$ cat config.mk
export PLATFORM = sky130hd
export DESIGN_NAME = matmul_host_ctrl
export DESIGN_NICKNAME = d
export VERILOG_FILES = /design/src/rtl/matmul_host_ctrl.sv
export SDC_FILE = /design/constraint.sdc
export NUM_CORES = 1
export LEC_CHECK = 0
export CORE_MARGIN = 2
export CORE_UTILIZATION = 26
export CTS_CLUSTER_SIZE = 24
export DETAILED_ROUTE_END_ITERATION = 16
export MAX_ROUTING_LAYER = met4
export SLEW_MARGIN = 20
export SYNTH_ARGS = -nofsm -noshare
export SYNTH_HDL_FRONTEND = slang
export SYNTH_SLANG_ARGS = --single-unit
$ cat constraint.sdc
create_clock -name clk -period 4.3 [get_ports clk]
set_clock_uncertainty 0.1 [all_clocks]
set_input_delay 0.86 -clock clk [delete_from_list [all_inputs] [get_ports clk]]
set_output_delay 0.86 -clock clk [all_outputs]
set_load 0.005 [all_outputs]
$ cat src/rtl/matmul_host_ctrl.sv
// Host-side sequencer for a matrix-multiply core: streams A/B rows into memory,
// runs the compute, then returns C rows through a credit-limited 4-entry FIFO.
module matmul_host_ctrl #(
   parameter int DWIDTH       = 16,
   parameter int AWIDTH       = 7,
   parameter int MAT_MUL_SIZE = 8,
   parameter int ROWS         = 8,
   parameter int WR_LAT       = 2,
   parameter int RD_LAT       = 3
) (
   input  logic                           clk,
   input  logic                           resetn,
   input  logic                           go,
   output logic                           busy,
   output logic                           done,
   input  logic                           in_valid,
   output logic                           in_ready,
   input  logic [MAT_MUL_SIZE*DWIDTH-1:0] in_data,
   output logic                           out_valid,
   input  logic                           out_ready,
   output logic [MAT_MUL_SIZE*DWIDTH-1:0] out_data,
   output logic                           enable_writing_to_mem,
   output logic                           enable_reading_from_mem,
   output logic [AWIDTH-1:0]              addr_pi,
   output logic [MAT_MUL_SIZE*DWIDTH-1:0] data_pi,
   output logic                           we_a,
   output logic                           we_b,
   output logic                           we_c,
   output logic                           start_mat_mul,
   input  logic                           done_mat_mul,
   input  logic [MAT_MUL_SIZE*DWIDTH-1:0] data_from_out_mat
);

   localparam int RW    = MAT_MUL_SIZE * DWIDTH;
   localparam int CMAX  = (ROWS > WR_LAT) ? ROWS : WR_LAT;
   localparam int CW    = $clog2(CMAX + 1);
   localparam int FDEPTH = 4;

   typedef enum logic [2:0] {
      IDLE, LOAD_A, LOAD_B, WR_DRAIN, COMPUTE, SETTLE, READ, FIN
   } state_t;

   state_t          state;
   logic [CW-1:0]   cnt;

   logic            xfer;
   logic            last_row;
   logic            rd_issue;
   logic            push;
   logic            pop;

   logic [WR_LAT-1:0] wr_v;
   logic [WR_LAT-1:0] wr_b;
   logic [RW-1:0]     wr_d [WR_LAT];
   logic [RD_LAT-1:0] rd_v;

   logic [2:0]        inflight;
   logic [2:0]        fifo_cnt;
   logic [1:0]        wptr;
   logic [1:0]        rptr;
   logic [RW-1:0]     fifo [FDEPTH];

   assign in_ready  = (state == LOAD_A) || (state == LOAD_B);
   assign xfer      = in_valid && in_ready;
   assign last_row  = (cnt == CW'(ROWS - 1));

   // A read is only launched when its FIFO slot is already guaranteed, so captures never stall.
   assign rd_issue  = (state == READ) && (cnt < CW'(ROWS)) &&
                      (({1'b0, fifo_cnt} + {1'b0, inflight}) < 4'(FDEPTH));

   assign push      = rd_v[RD_LAT-1];
   assign out_valid = (fifo_cnt != '0);
   assign pop       = out_valid && out_ready;
   assign out_data  = fifo[rptr];

   assign busy                    = (state != IDLE);
   assign done                    = (state == FIN);
   assign enable_writing_to_mem   = (state == LOAD_A) || (state == LOAD_B) || (state == WR_DRAIN);
   assign enable_reading_from_mem = (state == SETTLE) || (state == READ);
   assign start_mat_mul           = (state == COMPUTE);
   assign we_c                    = (state == COMPUTE);
   assign addr_pi                 = (xfer || rd_issue) ? AWIDTH'(cnt) : '0;
   assign we_a                    = wr_v[WR_LAT-1] && !wr_b[WR_LAT-1];
   assign we_b                    = wr_v[WR_LAT-1] &&  wr_b[WR_LAT-1];
   assign data_pi                 = wr_d[WR_LAT-1];

   always_ff @(posedge clk or negedge resetn) begin
      if (!resetn) begin
         state <= IDLE;
         cnt   <= '0;
      end else begin
         case (state)
            IDLE: begin
               if (go) begin
                  state <= LOAD_A;
                  cnt   <= '0;
               end
            end
            LOAD_A: begin
               if (xfer) begin
                  if (last_row) begin
                     state <= LOAD_B;
                     cnt   <= '0;
                  end else begin
                     cnt <= cnt + CW'(1);
                  end
               end
            end
            LOAD_B: begin
               if (xfer) begin
                  if (last_row) begin
                     state <= WR_DRAIN;
                     cnt   <= '0;
                  end else begin
                     cnt <= cnt + CW'(1);
                  end
               end
            end
            WR_DRAIN: begin
               if (cnt == CW'(WR_LAT - 1)) begin
                  state <= COMPUTE;
                  cnt   <= '0;
               end else begin
                  cnt <= cnt + CW'(1);
               end
            end
            COMPUTE: begin
               if (done_mat_mul) state <= SETTLE;
            end
            SETTLE: begin
               state <= READ;
               cnt   <= '0;
            end
            READ: begin
               if (rd_issue) cnt <= cnt + CW'(1);
               if ((cnt == CW'(ROWS)) && (inflight == '0) && (fifo_cnt == '0)) begin
                  state <= FIN;
                  cnt   <= '0;
               end
            end
            FIN: begin
               state <= IDLE;
            end
            default: state <= IDLE;
         endcase
      end
   end

   always_ff @(posedge clk or negedge resetn) begin
      if (!resetn) begin
         wr_v     <= '0;
         wr_b     <= '0;
         rd_v     <= '0;
         inflight <= '0;
         fifo_cnt <= '0;
         wptr     <= '0;
         rptr     <= '0;
         for (int unsigned i = 0; i < WR_LAT; i++) wr_d[i] <= '0;
         for (int unsigned i = 0; i < FDEPTH; i++) fifo[i] <= '0;
      end else begin
         wr_v[0] <= xfer;
         wr_b[0] <= (state == LOAD_B);
         wr_d[0] <= xfer ? in_data : '0;
         for (int unsigned i = 1; i < WR_LAT; i++) begin
            wr_v[i] <= wr_v[i-1];
            wr_b[i] <= wr_b[i-1];
            wr_d[i] <= wr_d[i-1];
         end

         rd_v[0] <= rd_issue;
         for (int unsigned i = 1; i < RD_LAT; i++) rd_v[i] <= rd_v[i-1];
         inflight <= inflight + 3'(rd_issue) - 3'(push);

         if (push) begin
            fifo[wptr] <= data_from_out_mat;
            wptr       <= wptr + 2'd1;
         end
         if (pop) rptr <= rptr + 2'd1;
         fifo_cnt <= fifo_cnt + 3'(push) - 3'(pop);
      end
   end

endmodule

# == After elaboration in Yosys (flattened, before gate mapping) ==
# Cells that the tools add are included.
# word_totals
regBits,792
latch_bits,0
ramBits,0
mem_bits_ro,0
in_bits,262
out_inout_bits,273
elab_cells,97
mem_count,0
# op_classes
add_sub_neg,8
multipliers,0
n_div,0
magnitude_cmp,5
n_eq_ne,20
shifts,0
mux,24
bitwise_logic,2
n_reduce_logical,23
# op_table
cell,count
$bwmux W512,1
$mux W128,4
$bmux W128 S2,1
$demux W128 S2,1
$mux W4,7
$mux W3,8
$pmux W3 S8,1
$pmux W4 S5,1
$eq A3 B3 Y1 const B,4
$ne A2 B2 Y1 const B,5
$logic_and A1 B1 Y1,9
$logic_not A3 Y1,3
$ne A2 B1 Y1 const B,4
$reduce_and A8 Y1,1
$add A3 B1 Y3,2
$eq A3 B2 Y1 const B,2
$ge A3 B3 Y1 const B,2
$not A2 Y3,2
$reduce_bool A3 Y1,2
$sub A3 B1 Y3,2
$reduce_bool A5 Y1,1
$add A2 B1 Y2 const B,2
$add A3 B3 Y4,1
$add A4 B1 Y4 const B,1
12 further kinds,15

# == Depth between registers and ports, before layout ==
# depth
ltp_word,6
depth_mapped,9
depth_no_buf,9

# == Least setup slack after synthesis ==
# OpenSTA, ideal clock, no wires.
# synth_path
path_kind,register to output
startpoint,register rptr[0]
endpoint,output port out_data[100]
t_arrival_ns,1.823
slack_ns,1.517
stages_incl_launch_ff,5
path_cell_list,dfrtp_1 clkbuf_1 clkbuf_1 buf_1 mux4_2
# synth_via
elab_chain_len,4
# synth_rtl
item,line,text
start: declaration,60,logic [1:0] rptr;
start signal: assignment,178,if (pop) rptr <= rptr + 2'd1;
$not A2 Y3 (not written as such),74,assign out_data = fifo[rptr];
$bmux W128 S2,74,
$mux W128 (not written as such) (2 in series),74,
end: declaration,21,"output logic [MAT_MUL_SIZE*DWIDTH-1:0] out_data,"
# No other way between the ends. The select of a mux whose other input is x is not followed.

# == Final worst setup path ==
# layout_path
startpoint,register state[0]
endpoint,output port in_ready
# layout_via
elab_chain_len,2
# layout_rtl
item,line,text
start: declaration,43,state_t state;
start signal: assignment,89,state <= IDLE;
start signal: assignment,95,state <= LOAD_A;
start signal: assignment,102,state <= LOAD_B;
$eq A3 B1 Y1 or $eq A3 B2 Y1 (tied branches),63,assign in_ready = (state == LOAD_A) || (state == LOAD_B);
$logic_or A1 B1 Y1 (*),63,
end: declaration,17,"output logic in_ready,"
# Mark *: on every way between the ends. The rest lies on a longest branch, timed or not.

==> run summary <==
worst hold path class: primary input to asynchronous set/reset pin
worst setup path category: register to primary output
top post-synthesis cells by count: 792 x dfrtp_1, 512 x mux2_2, 132 x buf_4
Area Growth Syn to Fin: 30.2%
logic gate share of total power: 0.314
total of warnings raised by yosys: 0
number of clock buffers inserted by TritonCTS: 91
FFs w/ async S/R, synth: 1.00
via density per instance: 4.24
internal power contribution: 18.9 mW
setup slack on the worst flop-to-flop path: 1.39 ns
net switching power: 7.34 mW
maximum achievable frequency: 0.253 GHz
max-slew violation count: 0
wire length of the first global-routing pass: 124 mm
proportion of synthesized area in mux cells: 0.275
required time reported for the critical path endpoint: 3.34 ns
leakage power: 17.7 nW
placeable core region: 120000 um2
min Tclk post-route: 3.95 ns
Critical path destination: in_ready
TritonCTS Sinks: 792
EDFF count, synth: 0
worst hold margin: 0.178 ns
cell taking the most area after synthesis: dfrtp_1
worst rel slew slack: 0.361
number of cells traversed by the worst register-to-register path: 6
# resized after CTS: 0
sequential share of power: 0.395
global-route total usage across every layer: 0.136
Power Dens Cells: 640 nW/um2
DRC: 0
Max Root-Sink Buffers: 3
Final Setup Violations: 0
timing startpoint of the critical path: state[0]
TritonCTS clock tree: done
Detailed Route Iter0 Violations: 890
via count: 17100
Antenna Violating Nets Remaining: 0
max-cap violations: 0
maximum number of pins on one net before global-route repair: 93
cell types occupying the most area after synthesis: dfrtp_1 63%, mux2_2 18%, mux4_2 9.2%
fraction of final layout cells sized beyond drive strength 1: 0.346
worst r2r dst: wr_d[255]
element type at the critical path start: register
antenna violations before repair: 15
number of buffers inserted by hold repair at cts: 0
crit path max fanout: 61
detailed placement HPWL: 54.3 mm
largest voltage drop on the vdd net: 0.373 mV
Placement Cell Area: 38000 um2
floorplan row count: 127
setup fix buffers added after clock tree synthesis: 0
Switching Share: 0.280
wire length reported by the detailed router: 81.7 mm
simple-gate share of the synthesized area: 0.0342
post-route standard cell area excluding fillers: 41000 um2
effective utilization at floorplan: 0.262
Critical Path End Type: primary output
arrival time at the worst endpoint: 2.99 ns
detailed-routing iteration count for the pre-antenna-repair pass: 5
post-synthesis instance area: 31500 um2
run status: finished clean
Post-Synth Adder-Cell Area: 0.00802
share of the clock period used by the worst path: 0.919
r2r startpoint: state[0]
number of top-level design ports: 535
clk_lat worst skew: 0.67 ns
number of H-tree levels: 3
clock root buffer: clkbuf_16
vias in the first global route: 18500
synthesized instance count: 1924
horizontal extent of the die: 352 um
Avg Synthesized Cell Area: 16.4 um2
buffers added on ports: 531
Hold Fails Final Rpt: 0
top-count cell post-synth: dfrtp_1
wire per inst: 20.2 um
die area: 124000 um2
part of the power in the clock network: 0.291
sequential-to-total area share from yosys stat: 0.629
Post-synth top flop: dfrtp_1
height of the die: 352 um
distinct cell type count after synthesis: 41
global route overflow: 0
number of register bits inferred by synthesis: 792
xor-xnor portion of the synthesized cell area: 0.00195
Final #Nets: 2629
Compound-Gate Fraction of Synth Area: 0.00433
total negative setup slack: 0 ns
clock slew seen by the registers of the worst setup and hold paths: 0.06 ns
final RePlAce weighted congestion: 0.837
share of the synthesized area in the top cell type: 0.629
combinational family with the most area after synthesis: multiplexers
unrepaired setup endpoints after global routing: no
slew at the pin with the worst max-slew slack: 0.934 ns
==> cells by family after synthesis <==
group | count (synthesis)
buf+inv | 265
flops | 792
other cells | 1
xor+xnor | 7
mux | 641
compound gates | 19
simple gates | 180
fa+ha+maj | 19
==> registers in the layout, indices dropped and copies added (netlist names) <==
| register | flops |
|---|---|
| rd_v | 3 |
| rptr | 2 |
| wptr | 2 |
| data_pi | 128 |
| inflight | 3 |
| state | 3 |
| wr_v | 2 |
| wr_b | 2 |
| wr_d | 128 |
| fifo_cnt | 3 |
| cnt | 4 |
| fifo | 512 |
==> layout make-up <==
class	count	area [um2]
inverter	17	63.8
tap	1612	2020
timing repair buffer	577	5870
clock buffer	130	2620
antenna	13	32.5
sequential	792	19800
clock inverter	28	362
multi-input combinational	869	10200
fill	11600	79100
==> stage by stage <==
step / power (mW) / util / worst slack, ns / instances
floorplan: 14.8 / - / 1.52 / 1926
finish: 26.2 / 0.341 / 0.348 / 4038
global placement: 18.8 / 0.316 / 1.09 / 3867
global route: 27.7 / 0.341 / 0.147 / 4038
CTS: 26.7 / 0.341 / 0.277 / 4025
detailed placement: 18.9 / 0.316 / 1.07 / 3867
==> worst min-delay path by stage <==
stage                         endpoint  slack, ns  cells after the start       from
after global placement     data_pi[96]       0.23                      0  wr_d[224]
final                      data_pi[19]       0.18                      1     resetn
after CTS                 data_pi[127]       0.15                      1     resetn
after global routing       data_pi[19]       0.19                      1     resetn
after floorplan             data_pi[0]       0.23                      0  wr_d[128]
after detailed placement  data_pi[104]       0.23                      0  wr_d[232]
==> critical path, stage by stage (launching register included) <==
cell and delay [ns]:
dfrtp_1 0.41, inv_1 0.16, ha_1 0.39, o21ba_4 0.23, buf_4 0.49, clkdlybuf4s50_1 0.64
==> placed cells by master (no fill, tap or decap), types with 21 or more instances in the layout <==
cell type        count
and3_1             129
buf_4               29
clkbuf_1            21
clkbuf_16           92
clkdlybuf4s50_1    529
dfrtp_1            790
mux2_2             512
mux4_2             128
==> routing by layer <==
| metal | wire [um] | up-vias | global-route usage |
|---|---|---|---|
| li1 | - | 7637 | - |
| met1 | 34200 | 9056 | 0.166 |
| met2 | 41400 | 335 | 0.219 |
| met3 | 4040 | 112 | 0.0311 |
| met4 | 2130 | 0 | 0.0520 |
| met5 | 0 | - | - |
==> power by group through the flow <==
stage | sequential (mW) | combinational, mW | clock, mW
6_report | 10.4 | 8.24 | 7.65
5_1_grt | 10.6 | 8.84 | 8.24
4_1_cts | 10.4 | 8.43 | 7.93
3_5_place_dp | 10.5 | 8.39 | 0
3_3_place_gp | 10.4 | 8.33 | 0
2_1_floorplan | 10.0 | 4.74 | 0
Note: power is estimated with default switching activity, not from simulation.
